===== config.mk =====
export PLATFORM = sky130hd
export DESIGN_NAME = round_controller
export DESIGN_NICKNAME = d
export VERILOG_FILES = /design/src/rtl/mastermind_pkg.sv /design/src/rtl/pb_debouncer.sv /design/src/rtl/round_controller.sv
export SDC_FILE = /design/constraint.sdc
export NUM_CORES = 1
export LEC_CHECK = 0
export CAP_MARGIN = 20
export CORE_AREA = 2 2 96 98
export CTS_CLUSTER_DIAMETER = 120
export CTS_CLUSTER_SIZE = 24
export DETAILED_ROUTE_END_ITERATION = 12
export DIE_AREA = 0 0 98 100
export MAX_ROUTING_LAYER = met4
export PLACE_DENSITY_LB_ADDON = 0.3
export REMOVE_ABC_BUFFERS = 1
export SLEW_MARGIN = 20
export SYNTH_ARGS = -nofsm -noshare
export SYNTH_HDL_FRONTEND = slang
export SYNTH_SLANG_ARGS = --single-unit

===== constraint.sdc =====
create_clock -name clk -period 9.05 [get_ports clk]
set_input_delay 1.81 -clock clk [delete_from_list [all_inputs] [get_ports clk]]
set_output_delay 1.81 -clock clk [all_outputs]
set_load 0.005 [all_outputs]

===== src/rtl/mastermind_pkg.sv =====
// rtl/mastermind_pkg.sv - shared state encoding, widths and digit-stepping helper for the Mastermind round controller
package mastermind_pkg;

  localparam int DIGIT_W              = 4;
  localparam int CODE_W               = 16;
  localparam int NUM_DIGITS           = CODE_W / DIGIT_W;
  localparam int WIN_POSITIONS        = 4;
  localparam int MAX_ATTEMPTS_DEFAULT = 10;

  typedef enum logic [2:0] {
    CODE,
    GUESS,
    SCORE,
    WIN,
    LOSE
  } state_t;

  // Select bit 0 steps the most significant digit; each digit wraps F -> 0.
  function automatic logic [CODE_W-1:0] step_digits(input logic [CODE_W-1:0]     entry,
                                                    input logic [NUM_DIGITS-1:0] sel);
    logic [CODE_W-1:0] stepped;
    stepped = entry;
    for (int i = 0; i < NUM_DIGITS; i++) begin
      if (sel[i]) begin
        stepped[CODE_W-1-i*DIGIT_W -: DIGIT_W] = entry[CODE_W-1-i*DIGIT_W -: DIGIT_W] + DIGIT_W'(1);
      end
    end
    return stepped;
  endfunction

endpackage


===== src/rtl/pb_debouncer.sv =====
// rtl/pb_debouncer.sv - 2-flop synchronizer, stability counter and rising-edge press pulse for one button
module pb_debouncer #(
  parameter int DEBOUNCE_CYCLES = 65535
) (
  input  logic clk,
  input  logic rst,
  input  logic pb_i,
  output logic press_o
);

  localparam int CW = (DEBOUNCE_CYCLES > 0) ? $clog2(DEBOUNCE_CYCLES + 1) : 1;
  localparam logic [CW-1:0] CNT_MAX = CW'(DEBOUNCE_CYCLES);

  logic          sync1_q, sync1_d;
  logic          sync2_q, sync2_d;
  logic          level_q, level_d;
  logic          level_prev_q, level_prev_d;
  logic [CW-1:0] cnt_q, cnt_d;

  always_comb begin
    sync1_d      = pb_i;
    sync2_d      = sync1_q;
    level_prev_d = level_q;
    level_d      = level_q;
    cnt_d        = cnt_q;
    // sync1 != sync2 means the synchronized level changes on this edge.
    if (sync1_q != sync2_q) begin
      cnt_d = '0;
    end else if (cnt_q != CNT_MAX) begin
      cnt_d = cnt_q + 1'b1;
    end
    if (cnt_q == CNT_MAX) begin
      level_d = sync2_q;
    end
  end

  always_ff @(posedge clk or posedge rst) begin
    if (rst) begin
      sync1_q      <= 1'b0;
      sync2_q      <= 1'b0;
      level_q      <= 1'b0;
      level_prev_q <= 1'b0;
      cnt_q        <= '0;
    end else begin
      sync1_q      <= sync1_d;
      sync2_q      <= sync2_d;
      level_q      <= level_d;
      level_prev_q <= level_prev_d;
      cnt_q        <= cnt_d;
    end
  end

  assign press_o = level_q & ~level_prev_q;

endmodule


===== src/rtl/round_controller.sv =====
// rtl/round_controller.sv - Mastermind entry/latch/attempt FSM; MASTERMIND_ATTEMPT_LIMIT_EN enables the LOSE state
module round_controller
  import mastermind_pkg::*;
#(
  parameter int DEBOUNCE_CYCLES = 65535,
  parameter int STEP_CYCLES     = 65536,
  parameter int MAX_ATTEMPTS    = MAX_ATTEMPTS_DEFAULT
) (
  input  logic                  clk,
  input  logic                  rst,
  input  logic [NUM_DIGITS-1:0] SW,
  input  logic                  PB,
  input  logic [7:0]            positions_matched_i,
  output logic [CODE_W-1:0]     entry_o,
  output logic [CODE_W-1:0]     code_o,
  output logic [CODE_W-1:0]     guess_o,
  output logic                  guess_valid_o,
  output logic [7:0]            attempts_o,
  output logic                  win_o,
  output logic                  lock
);

  localparam int PW = (STEP_CYCLES > 1) ? $clog2(STEP_CYCLES) : 1;
  localparam logic [PW-1:0] PRESC_MAX = PW'(STEP_CYCLES - 1);
`ifdef MASTERMIND_ATTEMPT_LIMIT_EN
  localparam logic [7:0] ATTEMPT_LIMIT = 8'(MAX_ATTEMPTS);
`endif

  logic                  pb_press;
  logic                  tick;
  logic [NUM_DIGITS-1:0] sw_sync1_q, sw_sync1_d;
  logic [NUM_DIGITS-1:0] sw_sync2_q, sw_sync2_d;
  logic [PW-1:0]         presc_q, presc_d;
  state_t                state_q, state_d;
  logic [CODE_W-1:0]     entry_q, entry_d;
  logic [CODE_W-1:0]     code_q, code_d;
  logic [CODE_W-1:0]     guess_q, guess_d;
  logic                  guess_valid_q, guess_valid_d;
  logic [7:0]            attempts_q, attempts_d;

  pb_debouncer #(
    .DEBOUNCE_CYCLES(DEBOUNCE_CYCLES)
  ) u_pb_debouncer (
    .clk    (clk),
    .rst    (rst),
    .pb_i   (PB),
    .press_o(pb_press)
  );

  always_comb begin
    sw_sync1_d    = SW;
    sw_sync2_d    = sw_sync1_q;
    tick          = (presc_q == PRESC_MAX);
    presc_d       = tick ? '0 : presc_q + 1'b1;
    state_d       = state_q;
    entry_d       = entry_q;
    code_d        = code_q;
    guess_d       = guess_q;
    guess_valid_d = 1'b0;
    attempts_d    = attempts_q;

    if ((state_q == CODE || state_q == GUESS) && tick) begin
      entry_d = step_digits(entry_q, sw_sync2_q);
    end

    // Latches take entry_q (pre-tick) and the clear overrides any step above.
    case (state_q)
      CODE: begin
        if (pb_press) begin
          code_d     = entry_q;
          entry_d    = '0;
          attempts_d = '0;
          state_d    = GUESS;
        end
      end
      GUESS: begin
        if (pb_press) begin
          guess_d       = entry_q;
          guess_valid_d = 1'b1;
          entry_d       = '0;
          if (attempts_q != 8'hFF) begin
            attempts_d = attempts_q + 8'd1;
          end
          state_d = SCORE;
        end
      end
      SCORE: begin
        if (positions_matched_i == 8'(WIN_POSITIONS)) begin
          state_d = WIN;
        end
`ifdef MASTERMIND_ATTEMPT_LIMIT_EN
        else if (attempts_q == ATTEMPT_LIMIT) begin
          state_d = LOSE;
        end
`endif
        else begin
          state_d = GUESS;
        end
      end
      WIN, LOSE: begin
        if (pb_press) begin
          code_d     = '0;
          guess_d    = '0;
          entry_d    = '0;
          attempts_d = '0;
          state_d    = CODE;
        end
      end
      default: begin
        state_d = CODE;
      end
    endcase
  end

  always_ff @(posedge clk or posedge rst) begin
    if (rst) begin
      sw_sync1_q    <= '0;
      sw_sync2_q    <= '0;
      presc_q       <= '0;
      state_q       <= CODE;
      entry_q       <= '0;
      code_q        <= '0;
      guess_q       <= '0;
      guess_valid_q <= 1'b0;
      attempts_q    <= '0;
    end else begin
      sw_sync1_q    <= sw_sync1_d;
      sw_sync2_q    <= sw_sync2_d;
      presc_q       <= presc_d;
      state_q       <= state_d;
      entry_q       <= entry_d;
      code_q        <= code_d;
      guess_q       <= guess_d;
      guess_valid_q <= guess_valid_d;
      attempts_q    <= attempts_d;
    end
  end

  assign entry_o       = entry_q;
  assign code_o        = code_q;
  assign guess_o       = guess_q;
  assign guess_valid_o = guess_valid_q;
  assign attempts_o    = attempts_q;
  assign win_o         = (state_q == WIN);
  assign lock          = (state_q == WIN) || (state_q == LOSE);

endmodule


==> impl_metrics.csv <==
group,metric,value,unit
run_status,status,"complete, no violations",
timing,setup_violations,0,
logic_synthesis,ys_ff_latch,103,
worst_setup_path,end_kind,"output port",
placed_design,dpl.hpwl,7110,um
clocking,numCtsBuffers,9,
die,num_io_pins,74,
clocking,post-cts-setup-buffers,0,
logic_synthesis,synth_flop_cell,"dfrtp_1",
timing,holdWs,0.364,ns
power,p_leak,2.42,nW
hold_path,hold_path_class,"reg -> reg",
routing,vias,3800,
timing,fin_setup_tns,0,ns
timing,hold_viol,0,
placed_design,place_congestion,0.776,
clocking,clock_path_buffers,2,
routing,wl_per_cell,16.1,um
worst_setup_path,path_class,"reg -> out",
placed_design,io_buffers,73,
timing,fmax,0.278,GHz
clocking,hold_buffers,0,
power,p_int,674,uW
power,pwr-share-clk,28.0,%
timing,rsz0062_at_grt,"false",
routing,firstDrtPassIters,4,
logic_synthesis,async_reset_ff_share,100,%
routing,drt_first_iter_violations,241,
global_route,grt_max_degree,74,
power,p_switching,348,uW
power,swShare,34.1,%
worst_setup_path,required,7.24,ns
routing,drt.antenna.violating_nets,0,
timing,slew_headroom,25.4,%
job,maxCapViolCount,0,
die,rows,35,
layout,nets,554,
timing,maxSlewViolCount,0,
power,comb_power_share,23.8,%
layout,drive_gt1_share,5.07,%
worst_setup_path,arrival,1.79,ns
worst_setup_path,worstPathMaxFanout,24,
global_route,grt_first_pass_wirelength,17400,um
timing,period_minus_slack,3.60,ns
timing,tightest_slew,1.11,ns
global_route,grt_pass1_vias,3607,
clocking,path_clk_slew,0.10,ns
power,irDropWorstVdd,0.217,mV
routing,wl,10400,um
die,die_x,98,um
worst_setup_path,reg2reg_slack,6.63,ns
clocking,clock-sinks,103,
die,fp.coreArea,8890,um^2
clocking,clock_latency,0.37,ns
timing,clock_skew,0.0144,ns
logic_synthesis,synthesis.area,4730,um^2
logic_synthesis,ys_seq_area_share,54.5,%
clocking,htree_levels,3,
global_route,antenna_found_initial,0,
routing,vias_per_cell,5.90,
routing,drc,0,
logic_synthesis,yosys_warnings,0,
die,initial_utilization,53.2,%
global_route,grt_usage,22.4,%
worst_setup_path,startpoint_type,"register",
logic_synthesis,synth_edf_count,0,
logic_synthesis,synth.distinct_cells,47,
layout,area_growth,22.2,%
logic_synthesis,syn_area_per_cell,10.3,um^2
layout,diodes,0,
die,die_area,9800,um^2
clocking,cts_tree,"yes",
global_route,grt_overflow,0,
power,pwr-share-seq,48.2,%
timing,period_share,39.7,%
clocking,cts_resized,0,
power,powerDensity,177,nW/um^2
logic_synthesis,synthCells,461,
die,die_h,100,um
clocking,clk_root_buffer_cell,"clkbuf_8",
-- worst max-delay path, cell delays in order, from the launching register on --
cell	delay, ns
dfrtp_1	0.45
ha_1	0.17
buf_4	0.25
clkdlybuf4s50_1	0.55
-- state kept, by name, indices dropped and copies added (netlist names) --
name,cells
u_pb_debouncer.cnt_q,16
code_o,16
presc_q,16
guess_o,16
state_q,2
guess_valid_o,1
entry_o,16
sw_sync2_q,4
sw_sync1_q,4
attempts_o,8
u_pb_debouncer.sync1_q,1
u_pb_debouncer.level_prev_q,1
u_pb_debouncer.level_prev_d,1
u_pb_debouncer.sync2_q,1
-- power by group through the flow --
stage	logic, mW	clock network (mW)	registers [mW]
after floorplan	0.157	0	0.498
after global placement	0.230	0	0.500
after detailed placement	0.238	0	0.501
after CTS	0.239	0.298	0.492
after global routing	0.271	0.315	0.495
final	0.243	0.287	0.492
-- cell usage in the layout (no fill, tap or decap), types with 2 or more instances in the layout --
master and instances:
clkinv_8 4, o21ai_0 39, nor3_1 8, and3_1 8, mux2i_1 4, o311ai_0 2
a32o_1 4, o211ai_1 2, o21a_1 3, clkdlybuf4s50_1 73, nor2b_1 3, a22o_1 16
xor2_1 9, a31oi_1 2, nor4b_1 2, dfrtp_1 103, a211oi_1 2, or3_1 13
and4_1 3, inv_1 16, nand2_1 33, o31ai_1 6, buf_4 4, or4_1 11
xnor2_1 7, nor2_1 25, nand3_1 27, nor4_1 5, ha_1 11, and2_1 3
nand2b_1 22, a21oi_1 23, nand4_1 12, clkbuf_8 9
-- routing by layer --
layer / global-route usage, % / part of all wire [%] / up-vias
met5: - / 0 / -
met4: 7.37 / 2.0 / 0
met3: 4.46 / 5.5 / 22
met2: 34.8 / 48 / 127
met1: 30.1 / 45 / 1842
li1: - / - / 1809
-- cell families after synthesis --
family	count (synthesis)	share of synthesized area, %
adder cells (fa/ha/maj)	11	2.91
AND/OR/NAND/NOR	181	20.7
flip-flops	103	54.5
AO/OA/AOI/OAI	107	14.5
multiplexers	5	1.09
buffers and inverters	38	3.34
XOR/XNOR	16	2.96
-- worst paths after layout --
check	from	to	cells past startpoint
setup / recovery	state_q[0]	win_o	3
hold / removal	sw_sync1_q[2]	sw_sync2_q[2]	0
setup reg to reg	presc_q[6]	entry_o[2]	4
hold reg to reg	sw_sync1_q[2]	sw_sync2_q[2]	0
max in group asynchronous	rst	guess_o[14]	3
min in group asynchronous	rst	attempts_o[3]	2
-- cells in the mapped netlist (4+ instances only) --
master | instances | area, um^2
nand3_1 | 27 | 135
xnor2_1 | 7 | 61.3
and3_1 | 8 | 50.1
or3_1 | 13 | 81.3
or4_1 | 11 | 82.6
nor4_1 | 6 | 37.5
a21oi_1 | 23 | 115
a22o_1 | 16 | 140
o31ai_1 | 6 | 45.0
mux2i_1 | 4 | 40.0
nor2_1 | 26 | 97.6
inv_1 | 17 | 63.8
a32o_1 | 4 | 40.0
clkbuf_1 | 16 | 60.1
nand2b_1 | 22 | 138
nand2_1 | 33 | 124
ha_1 | 11 | 138
xor2_1 | 9 | 78.8
nand4_1 | 12 | 75.1
dfrtp_1 | 103 | 2580
nor3_1 | 8 | 40.0
o21ai_0 | 39 | 195
-- metrics by stage --
step	total power [mW]	setup slack, ns	cell area, um^2	instances	util, %
finish	1.02	5.45	5780	644	65.0
global route	1.08	5.32	5780	644	65.0
CTS	1.03	5.42	5760	644	64.8
detailed placement	0.740	5.57	5550	628	62.4
global placement	0.731	5.61	5550	628	62.4
floorplan	0.655	4.54	4630	440	-
-- layout make-up --
class,count,area (um^2)
clock buffer,9,124
clock inverter,7,90.1
fill,729,3110
inverter,17,66.3
multi-input combinational,320,2020
sequential,103,2580
tap,111,139
timing repair buffer,77,761
No activity file was read; power rests on OpenSTA's default activity.
